==> config.mk <==
export PLATFORM = sky130hd
export DESIGN_NAME = pwm_capture
export DESIGN_NICKNAME = d
export VERILOG_FILES = /design/src/rtl/pwm_pkg.sv /design/src/rtl/pwm_in_conditioner.sv /design/src/rtl/pwm_capture.sv
export SDC_FILE = /design/constraint.sdc
export NUM_CORES = 1
export LEC_CHECK = 0
export ABC_CLOCK_PERIOD_IN_PS = 2100
export CORE_UTILIZATION = 56
export CTS_CLUSTER_DIAMETER = 120
export DETAILED_ROUTE_END_ITERATION = 8
export GPL_TIMING_DRIVEN = 0
export PLACE_DENSITY_LB_ADDON = 0.25
export SETUP_SLACK_MARGIN = 0.1
export SYNTH_ARGS = -nofsm -noshare
export SYNTH_HDL_FRONTEND = slang
export SYNTH_SLANG_ARGS = --single-unit
==> constraint.sdc <==
create_clock -name clk -period 2.1 [get_ports clk]
set_input_delay 0.63 -clock clk [delete_from_list [all_inputs] [get_ports clk]]
set_output_delay 0.63 -clock clk [all_outputs]
set_load 0.02 [all_outputs]
==> src/rtl/pwm_pkg.sv <==
// pwm_pkg: constants and types shared by the PWM capture block and its
// conditioner (and, for the period constant, by the PWM generator).
package pwm_pkg;

  // Default clock frequency in Hz and the nominal PWM period derived from it.
  localparam int unsigned CLK_FREQ_DEF      = 25_000_000;
  localparam int unsigned PWM_PERIOD_CYCLES = CLK_FREQ_DEF / 1250;

  // Default width of counters and measurement outputs.
  localparam int CNT_W_DEF = 16;

  // Capture FSM states.
  typedef logic [1:0] state_t;
  localparam state_t S_SYNC  = 2'd0;
  localparam state_t S_HIGH  = 2'd1;
  localparam state_t S_LOW   = 2'd2;
  localparam state_t S_STUCK = 2'd3;

  // Conditioned input: level is aligned with the rise/fall strobes, so in the
  // cycle a rise is flagged, level already reads 1.
  typedef struct packed {
    logic level;
    logic rise;
    logic fall;
  } cond_t;

endpackage

==> src/rtl/pwm_in_conditioner.sv <==
// pwm_in_conditioner: 2-FF synchronizer, optional consensus glitch filter
// (enabled by defining PWM_CAPTURE_FILTER_EN) and edge detector.
// The rise and fall paths share one pipeline, so both edges see identical
// latency and downstream cycle counts are exact.
module pwm_in_conditioner
  import pwm_pkg::*;
#(
  parameter int FILTER_LEN = 4
) (
  input  logic  clk,
  input  logic  rst_n,
  input  logic  i_pwm,
  output cond_t o_cond
);

  logic       r_sync1;
  logic       r_sync2;
  logic       r_prev;
  logic       r_rise;
  logic       r_fall;
  logic [2:0] r_warm;
  logic       w_level;
  logic       w_armed;

`ifdef PWM_CAPTURE_FILTER_EN
  // One extra warm-up cycle so the filter output has been seeded before
  // the previous-level register copies it.
  localparam logic [2:0] WARM_DONE = 3'd4;
`else
  localparam logic [2:0] WARM_DONE = 3'd3;
`endif

  // Edges are only reported once the pipeline holds real pin samples; this
  // keeps a pin that is already high at reset release from looking like a rise.
  assign w_armed = (r_warm == WARM_DONE);

  // Two-flop synchronizer for the asynchronous pin.
  always_ff @(posedge clk or negedge rst_n) begin
    if (!rst_n) begin
      r_sync1 <= 1'b0;
      r_sync2 <= 1'b0;
    end else begin
      r_sync1 <= i_pwm;
      r_sync2 <= r_sync1;
    end
  end

  // Warm-up counter after reset release.
  always_ff @(posedge clk or negedge rst_n) begin
    if (!rst_n) begin
      r_warm <= 3'd0;
    end else if (!w_armed) begin
      r_warm <= r_warm + 3'd1;
    end
  end

`ifdef PWM_CAPTURE_FILTER_EN
  localparam int FC_W = $clog2(FILTER_LEN + 1);

  logic            r_filt;
  logic [FC_W-1:0] r_fcnt;

  // Consensus filter: output flips only after FILTER_LEN consecutive samples
  // that disagree with it; shorter pulses never reach the edge detector.
  always_ff @(posedge clk or negedge rst_n) begin
    if (!rst_n) begin
      r_filt <= 1'b0;
      r_fcnt <= '0;
    end else if (!w_armed) begin
      r_filt <= r_sync2;
      r_fcnt <= '0;
    end else if (r_sync2 != r_filt) begin
      if (r_fcnt == FC_W'(FILTER_LEN - 1)) begin
        r_filt <= r_sync2;
        r_fcnt <= '0;
      end else begin
        r_fcnt <= r_fcnt + 1'b1;
      end
    end else begin
      r_fcnt <= '0;
    end
  end

  assign w_level = r_filt;
`else
  logic w_unused_filter_len;

  assign w_level             = r_sync2;
  assign w_unused_filter_len = (FILTER_LEN > 0);
`endif

  // Edge detect against the previous conditioned level; rise and fall are
  // mutually exclusive by construction.
  always_ff @(posedge clk or negedge rst_n) begin
    if (!rst_n) begin
      r_prev <= 1'b0;
      r_rise <= 1'b0;
      r_fall <= 1'b0;
    end else begin
      r_prev <= w_level;
      r_rise <= w_armed &  w_level & ~r_prev;
      r_fall <= w_armed & ~w_level &  r_prev;
    end
  end

  // Packed in member order: level, rise, fall.
  assign o_cond = {r_prev, r_rise, r_fall};

endmodule

==> src/rtl/pwm_capture.sv <==
// pwm_capture: measures period (rise-to-rise) and high time (rise-to-fall) of
// an external PWM input in clk cycles, strobes meas_valid for one cycle per
// completed period and flags a stuck input after TIMEOUT edge-free cycles.
// Optional glitch filter: define PWM_CAPTURE_FILTER_EN.
module pwm_capture
  import pwm_pkg::*;
#(
  parameter int CLK_FREQ   = CLK_FREQ_DEF,
  parameter int CNT_W      = CNT_W_DEF,
  parameter int TIMEOUT    = 65535,
  parameter int FILTER_LEN = 4
) (
  input  logic             clk,
  input  logic             rst_n,
  input  logic             pwm_in,
  output logic [CNT_W-1:0] period,
  output logic [CNT_W-1:0] high_time,
  output logic             meas_valid,
  output logic             stuck,
  output logic             stuck_level
);

  localparam logic [CNT_W-1:0] TIMEOUT_C = CNT_W'(TIMEOUT);

  cond_t            w_cond;
  state_t           r_state;
  state_t           w_state_next;
  logic [CNT_W-1:0] r_cnt;
  logic [CNT_W-1:0] r_high_lat;
  logic [CNT_W-1:0] r_period;
  logic [CNT_W-1:0] r_high_time;
  logic             r_meas_valid;
  logic             r_stuck_level;
  logic             w_timeout;
  logic             w_cap_high;
  logic             w_cap_period;
  logic             w_enter_stuck;
  logic             w_stuck;
  logic             w_unused_clk_freq;

  // CLK_FREQ only documents the clock the counts refer to.
  assign w_unused_clk_freq = (CLK_FREQ != 0);

  pwm_in_conditioner #(
    .FILTER_LEN (FILTER_LEN)
  ) u_cond (
    .clk    (clk),
    .rst_n  (rst_n),
    .i_pwm  (pwm_in),
    .o_cond (w_cond)
  );

  assign w_timeout = (r_cnt == TIMEOUT_C);

  // Cycles since the last rise, saturating at TIMEOUT.
  always_ff @(posedge clk or negedge rst_n) begin
    if (!rst_n) begin
      r_cnt <= '0;
    end else if (w_cond.rise) begin
      r_cnt <= CNT_W'(1);
    end else if (!w_timeout) begin
      r_cnt <= r_cnt + 1'b1;
    end
  end

  // FSM state register.
  always_ff @(posedge clk or negedge rst_n) begin
    if (!rst_n) begin
      r_state <= S_SYNC;
    end else begin
      r_state <= w_state_next;
    end
  end

  // FSM next state: edges win over the timeout in the same cycle.
  always_comb begin
    w_state_next = r_state;
    case (r_state)
      S_SYNC: begin
        if (w_cond.rise) begin
          w_state_next = S_HIGH;
        end else if (w_timeout && !w_cond.fall) begin
          w_state_next = S_STUCK;
        end
      end
      S_HIGH: begin
        if (w_cond.fall) begin
          w_state_next = S_LOW;
        end else if (w_timeout && !w_cond.rise) begin
          w_state_next = S_STUCK;
        end
      end
      S_LOW: begin
        if (w_cond.rise) begin
          w_state_next = S_HIGH;
        end else if (w_timeout && !w_cond.fall) begin
          w_state_next = S_STUCK;
        end
      end
      S_STUCK: begin
        if (w_cond.rise) begin
          w_state_next = S_HIGH;
        end
      end
      default: w_state_next = S_SYNC;
    endcase
  end

  // FSM outputs: capture enables and the stuck flag.
  always_comb begin
    w_cap_high    = (r_state == S_HIGH) && w_cond.fall;
    w_cap_period  = (r_state == S_LOW)  && w_cond.rise;
    w_enter_stuck = (r_state != S_STUCK) && (w_state_next == S_STUCK);
    w_stuck       = (r_state == S_STUCK);
  end

  // Measurement registers: high time is latched at the fall and published
  // together with the period at the closing rise.
  always_ff @(posedge clk or negedge rst_n) begin
    if (!rst_n) begin
      r_high_lat    <= '0;
      r_period      <= '0;
      r_high_time   <= '0;
      r_meas_valid  <= 1'b0;
      r_stuck_level <= 1'b0;
    end else begin
      r_meas_valid  <= w_cap_period;
      r_stuck_level <= (w_state_next == S_STUCK) ? w_cond.level : 1'b0;
      if (w_cap_high) begin
        r_high_lat <= r_cnt;
      end
      if (w_cap_period) begin
        r_period    <= r_cnt;
        r_high_time <= r_high_lat;
      end else if (w_enter_stuck) begin
        r_period    <= '0;
        r_high_time <= '0;
      end
    end
  end

  assign period      = r_period;
  assign high_time   = r_high_time;
  assign meas_valid  = r_meas_valid;
  assign stuck       = w_stuck;
  assign stuck_level = r_stuck_level;

endmodule

Word level (Yosys, flattened, before mapping)
Cells that the tools add are included.
{"block": "word_totals", "ff_bits": 76, "input_bits": 3, "out_inout_bits": 35, "elab_cells": 51}
{"block": "classes", "addsub": 2, "n_eq_ne": 8, "n_mux": 12, "bitwise_logic": 6, "reduce_logical": 10}
{"operator": "$mux 16", "count": 5}
{"operator": "$add 16x1->16 const B", "count": 1}
{"operator": "$eq 16x16->1 const B", "count": 1}
{"operator": "$mux 2", "count": 5}
{"operator": "$eq 2x2->1 const B", "count": 3}
{"operator": "$pmux 2 s3", "count": 1}
{"operator": "$logic_and 1x1->1", "count": 5}
{"operator": "$and 1x1->1", "count": 4}
{"operator": "$add 3x1->3 const B", "count": 1}
{"operator": "$eq 3x2->1 const B", "count": 1}
{"operator": "$eq 2x1->1 const B", "count": 1}
{"operator": "$logic_not 1->1", "count": 2}
{"operator": "$logic_not 2->1", "count": 1}
{"operator": "$ne 2x1->1 const B", "count": 1}
{"operator": "$ne 2x2->1 const B", "count": 1}
{"operator": "$not 1->1", "count": 2}
{"operator": "$reduce_bool 2->1", "count": 1}
{"operator": "$reduce_or 2->1", "count": 1}
{"operator": "$mux 1", "count": 1}

Longest topological paths before layout
{"block": "depth", "ltp_word": 9, "depth_mapped": 7}

Hierarchy
Synthesis repeated with hierarchy kept, for this count alone.
{"block": "hier_totals", "hier_cells": 344, "hier_area_um2": 3679.8}
{"mod": "pwm_capture", "instances": 1, "cells_each": 324, "area_per_inst_um2": 3377.0, "seq_area_each_um2": 1701.6}
{"mod": "pwm_in_conditioner", "instances": 1, "cells_each": 20, "area_per_inst_um2": 302.8, "seq_area_each_um2": 200.2}

Worst setup path before layout
Ideal clock, no wire load.
{"block": "synth_timing", "path_type": "reg-to-reg", "from": "register r_cnt[0]", "to": "register r_period[10], in the netlist period[10]", "setup_time_ns": 0.127, "arrival_ns": 1.819, "t_required_ns": 1.973, "setup_slack_ns": 0.155, "path_stages_with_launch": 8, "n_path_buf": 2, "cell_sequence": "dfrtp_1 ha_1 nand3_2 or4_1 buf_6 nor2_8 buf_6 o21ai_1"}
{"block": "synth_between", "elab_chain_cells": 8, "elab_cells_between_ends": 11}
{"element": "from (decl)", "line_no": "pwm_capture.sv:28", "rtl": "logic [CNT_W-1:0] r_cnt;"}
{"element": "from (signal assigned)", "line_no": "pwm_capture.sv:62", "rtl": "r_cnt <= r_cnt + 1'b1;"}
{"element": "$eq 16x16->1 *", "line_no": "pwm_capture.sv:53", "rtl": "assign w_timeout = (r_cnt == TIMEOUT_C);"}
{"element": "$logic_and 1x1->1 (on tied branches)", "line_no": "pwm_capture.sv:82, pwm_capture.sv:96, pwm_capture.sv:89"}
{"element": "$mux 2 (on tied branches)", "line_no": "pwm_capture.sv:82, pwm_capture.sv:96, pwm_capture.sv:89"}
{"element": "$mux 2 (on tied branches)", "line_no": "pwm_capture.sv:94, pwm_capture.sv:87"}
{"element": "$pmux 2 s3 *", "line_no": "pwm_capture.sv:78", "rtl": "case (r_state)"}
{"element": "$eq 2x2->1 *", "line_no": "pwm_capture.sv:113", "rtl": "w_enter_stuck = (r_state != S_STUCK) && (w_state_next == S_STUCK);"}
{"element": "$logic_and 1x1->1 *", "line_no": "pwm_capture.sv:113"}
{"element": "$reduce_bool 2->1 (no line) *"}
{"element": "to (signal assigned)", "line_no": "pwm_capture.sv:133", "rtl": "r_period <= r_cnt;"}
{"element": "to (decl)", "line_no": "pwm_capture.sv:30", "rtl": "logic [CNT_W-1:0] r_period;"}
Every way passes the cells marked *; elsewhere a longest branch is shown, timed or not.
A chain may end at the register's enable or synchronous reset.

Worst setup path in the final report
{"block": "layout_timing", "from": "register r_cnt[0]", "to": "register r_cnt[13]"}
{"block": "layout_between", "elab_chain_cells": 3, "elab_cells_between_ends": 5}
{"element": "$add 16x1->16", "line_no": "pwm_capture.sv:62"}
{"element": "$mux 16", "line_no": "pwm_capture.sv:61", "rtl": "end else if (!w_timeout) begin"}
{"element": "$mux 16", "line_no": "pwm_capture.sv:59", "rtl": "end else if (w_cond.rise) begin"}
Several ways; a longest one is shown, not always the timed one. The select of a mux whose other input is x is not followed.

==> results.md <==
* Inserted Diodes at 0
* Via-to-Cell Ratio at between 6 and 7
* DPL Wire Length at 5.57 mm
* Global-route usage over all layers at 0.258
* Post-synth net total at between 300 and 400
* RSZ-0062 raised after global routing: yes
* Area after DPL at around 4200 µm²
* Number of search-and-repair iterations in the first detailed-routing pass at 5
* Run status: complete, no violations
* Synth warnings at 0
* Final routed wirelength across all metal layers at 8.79 mm
* Std-Cell Rows at 29
* Startpoint type of the worst setup path: flip-flop
* Number of buffers inserted by hold repair at cts at 0
* Int Pwr at around 2800 µW
* Worst Path Class, Setup: reg2reg
* Critical-path top delay cell: dfrtp_1
* Max Slew Vio Count at 0
* Slowest cell delay on critical path at 430 ps
* Final core area utilization at 0.723
* Worst relative slew slack at 0.652
* Combined area of all synthesized cells at 3680 µm²
* Port Buffers at 37
* Area enclosed by the die boundary at a little under 7000 µm²
* Main synth FF type: dfrtp_1
* Overflow left after global routing at 0
* Setup violation total in the final timing report at 0
* PwrDens at 898 nW/µm²
* Most common cell type on the critical path: buf_4
* Fin Clk Skew at between 10 and 15 ps
* Final worst-path cycle share at 0.943
* Part of the total power dissipated in combinational logic at 0.272
* Class of the worst hold path: in2async
* Share of synthesized flip-flops with an asynchronous set or reset at 1.00
* Root cell of the clock tree: clkbuf_8
* Flop pwr share at 0.452
* Clock latency on the worst-skew pair at between 300 and 400 ps
* Net switching power at ~1400 µW
* Worst Tran Pin Value at 509 ps
* Number of synthesized flops with an enable pin at 0
* Area delta synth->final at 24.8%
* Clock-pin transition on the worst setup and hold timing paths at approximately 80 ps
* Pleak at ~0.0023 µW
* Part of the Yosys area used for sequential elements at 0.517
* Count of max-cap constraint violations at 0
* Synth cell types at 41
* Most frequent cells in the layout: 70 x dfrtp_1, 40 x nand2_1, 33 x a22oi_1, 32 x a22o_1, 30 x o21ai_0
* CTS H-tree lvls at 3
* Layout Cell Area excl Fill at approximately 4600 µm²
* Via count of the first global-routing pass at 2892
* Area of the core region at 6350 µm²
* Main area contributors after synthesis: dfrtp_1 52%, a22o_1 7.6%, a22oi_1 6.7%
* Highest net fanout along the worst path at 6
* Part of the total power dissipated in the clock network at 0.276
* Average detailed-routed wire length per instance at between 15 and 20 µm
* Achievable frequency at roughly 500 MHz
* Chip Width at roughly 83 µm
* Final antenna-violating net count at 0
* Largest buffer count on any clock path at 2
* Sort of element at the end of the critical path: flip-flop
* Critical path, cell by cell: buf_4 -> buf_4 -> and4_1 -> clkbuf_1 -> nand3_1 -> or3_1 -> a21oi_1
* First-pass GRT wire length at around 14 mm
* Maximum number of pins on one net before global-route repair at 54
* Final-stage net count at 416
* Effective utilization at floorplan at 0.579
* Initial antenna violation count at 0
* Post-synthesis cell count at roughly 340
* First DRT Iteration DRCs at between 200 and 300
* DRC violations left at 0
* Min Tclk post-route at slightly below 2000 ps
* Arrival @ worst endpoint at around 2300 ps
* Number of top-level design ports at 38
* Number of failing hold endpoints at the final stage at 0
* Fraction of final layout cells with drive strength greater than 1 at 0.214
* Vias after detailed routing at 3069
* Largest voltage drop on the vdd net at 0.877 mV
* Avg Cell Area, Syn at approximately 11 µm²
* Switching portion of total power at 0.330
* Post-synthesis register bit count at 76
* Routability congestion estimate at roughly 0.87
* TritonCTS clock tree: built
* Top cell family by delay on the critical path: simple AND/OR/NAND/NOR gates
* Number of CTS-inserted buffers at 9
* Buffering stage count on the worst path with inverters included at 3
* Die Ht at approximately 83 µm
* Most common library cell in the layout ignoring fill and taps: dfrtp_1
* Post-synth top area cell: dfrtp_1
* Required arrival time at the worst endpoint at roughly 2400 ps
* Clock sink count at 76
* Area share of the largest cell type after synthesis at 0.517
## Yosys cell counts (4+ instances only)
master	instances
a21oi_1	6
a22o_1	32
a22oi_1	33
buf_6	4
clkbuf_1	23
dfrtp_1	76
mux2_2	19
nand2_1	40
nand3_1	6
nor2_1	10
o21ai_0	30
o21ai_2	7
xnor2_1	6
## power by group through the flow
| stage | Clock [µW] | Combinational [µW] | Sequential (µW) |
|---|---|---|---|
| 4_1_cts | 1150 | 1060 | 1840 |
| 5_1_grt | 1220 | 1210 | 1890 |
| 3_3_place_gp | 0 | 1000 | 1870 |
| 3_5_place_dp | 0 | 1040 | 1880 |
| 2_1_floorplan | 0 | 543 | 1960 |
| 6_report | 1140 | 1120 | 1860 |
## sequential cells by signal (all words and copies together) (netlist names)
register,count
r_high_lat,16
u_cond.r_warm,3
high_time,16
meas_valid,1
u_cond.r_sync1,1
u_cond.r_prev,1
period,16
u_cond.r_rise,1
u_cond.r_fall,1
u_cond.r_sync2,1
r_state,2
stuck_level,1
r_cnt,16
## path summary, 6_finish.rpt
check | cells past startpoint | startpoint | slack, ps | endpoint
min | 1 | rst_n | 160 | high_time[13]
min reg2reg | 0 | u_cond.r_sync1 | 350 | u_cond.r_sync2
max in group asynchronous | 2 | rst_n | 1330 | r_cnt[6]
max | 7 | r_cnt[0] | 120 | r_cnt[13]
min in group clk | 0 | u_cond.r_sync1 | 350 | u_cond.r_sync2
max reg2reg | 7 | r_cnt[0] | 120 | r_cnt[13]
## final cells by class
class / count / area (µm²)
Tap cell: 77 / 96.3
Timing Repair Buffer: 57 / 537
Multi-Input combinational cell: 234 / 1660
Inverter: 3 / 11.3
Fill cell: 442 / 1760
Clock buffer: 12 / 155
Sequential cell: 76 / 1910
Buffer: 29 / 175
Clock inverter: 4 / 47.5
## kinds of logic (layout without fill, tap and decap cells)
logic type,after synthesis,count (layout),synth area share
xor gates and xnor gates,6,6,0.0143
buffers and inverters,32,105,0.0415
adders and majority gates,3,3,0.0102
and+or+nand+nor,83,84,0.122
muxes,20,20,0.0609
DFF,76,76,0.517
AOI/OAI and AO/OA,121,121,0.234
## worst register-to-register path, cell delays in order, from the launching register on
cell      delay, ps
dfrtp_1         430
buf_4           130
buf_4           120
and4_1          190
clkbuf_1        310
nand3_1         200
or3_1           380
a21oi_1         140
## routing by layer
| metal | track usage | up-vias | wire length (µm) |
|---|---|---|---|
| li1 | - | 1413 | - |
| met4 | 0.107 | 0 | 108 |
| met5 | 0 | - | 0 |
| met1 | 0.357 | 1536 | 3910 |
| met2 | 0.395 | 110 | 4250 |
| met3 | 0.0586 | 10 | 518 |
## timing repair
action	CTS	global route
pin swaps	0	3
buffers inserted	3	14
endpoints found under the setup margin	54	43
resized for setup	36	30
gates cloned	0	3
## stage by stage
| step | instances | power (µW) | hold WS, ps | setup TNS [ps] | setup WS (ps) |
|---|---|---|---|---|---|
| floorplan | 341 | 2500 | 331 | 0 | 155 |
| global placement | 455 | 2880 | 337 | -167660 | -2200 |
| detailed placement | 456 | 2920 | 341 | -1570 | -464 |
| CTS | 475 | 4050 | 173 | 0 | 69.6 |
| global route | 492 | 4320 | 181 | 0 | 37.7 |
| finish | 492 | 4120 | 162 | 0 | 120 |
Power figures use the tool's default switching activity.
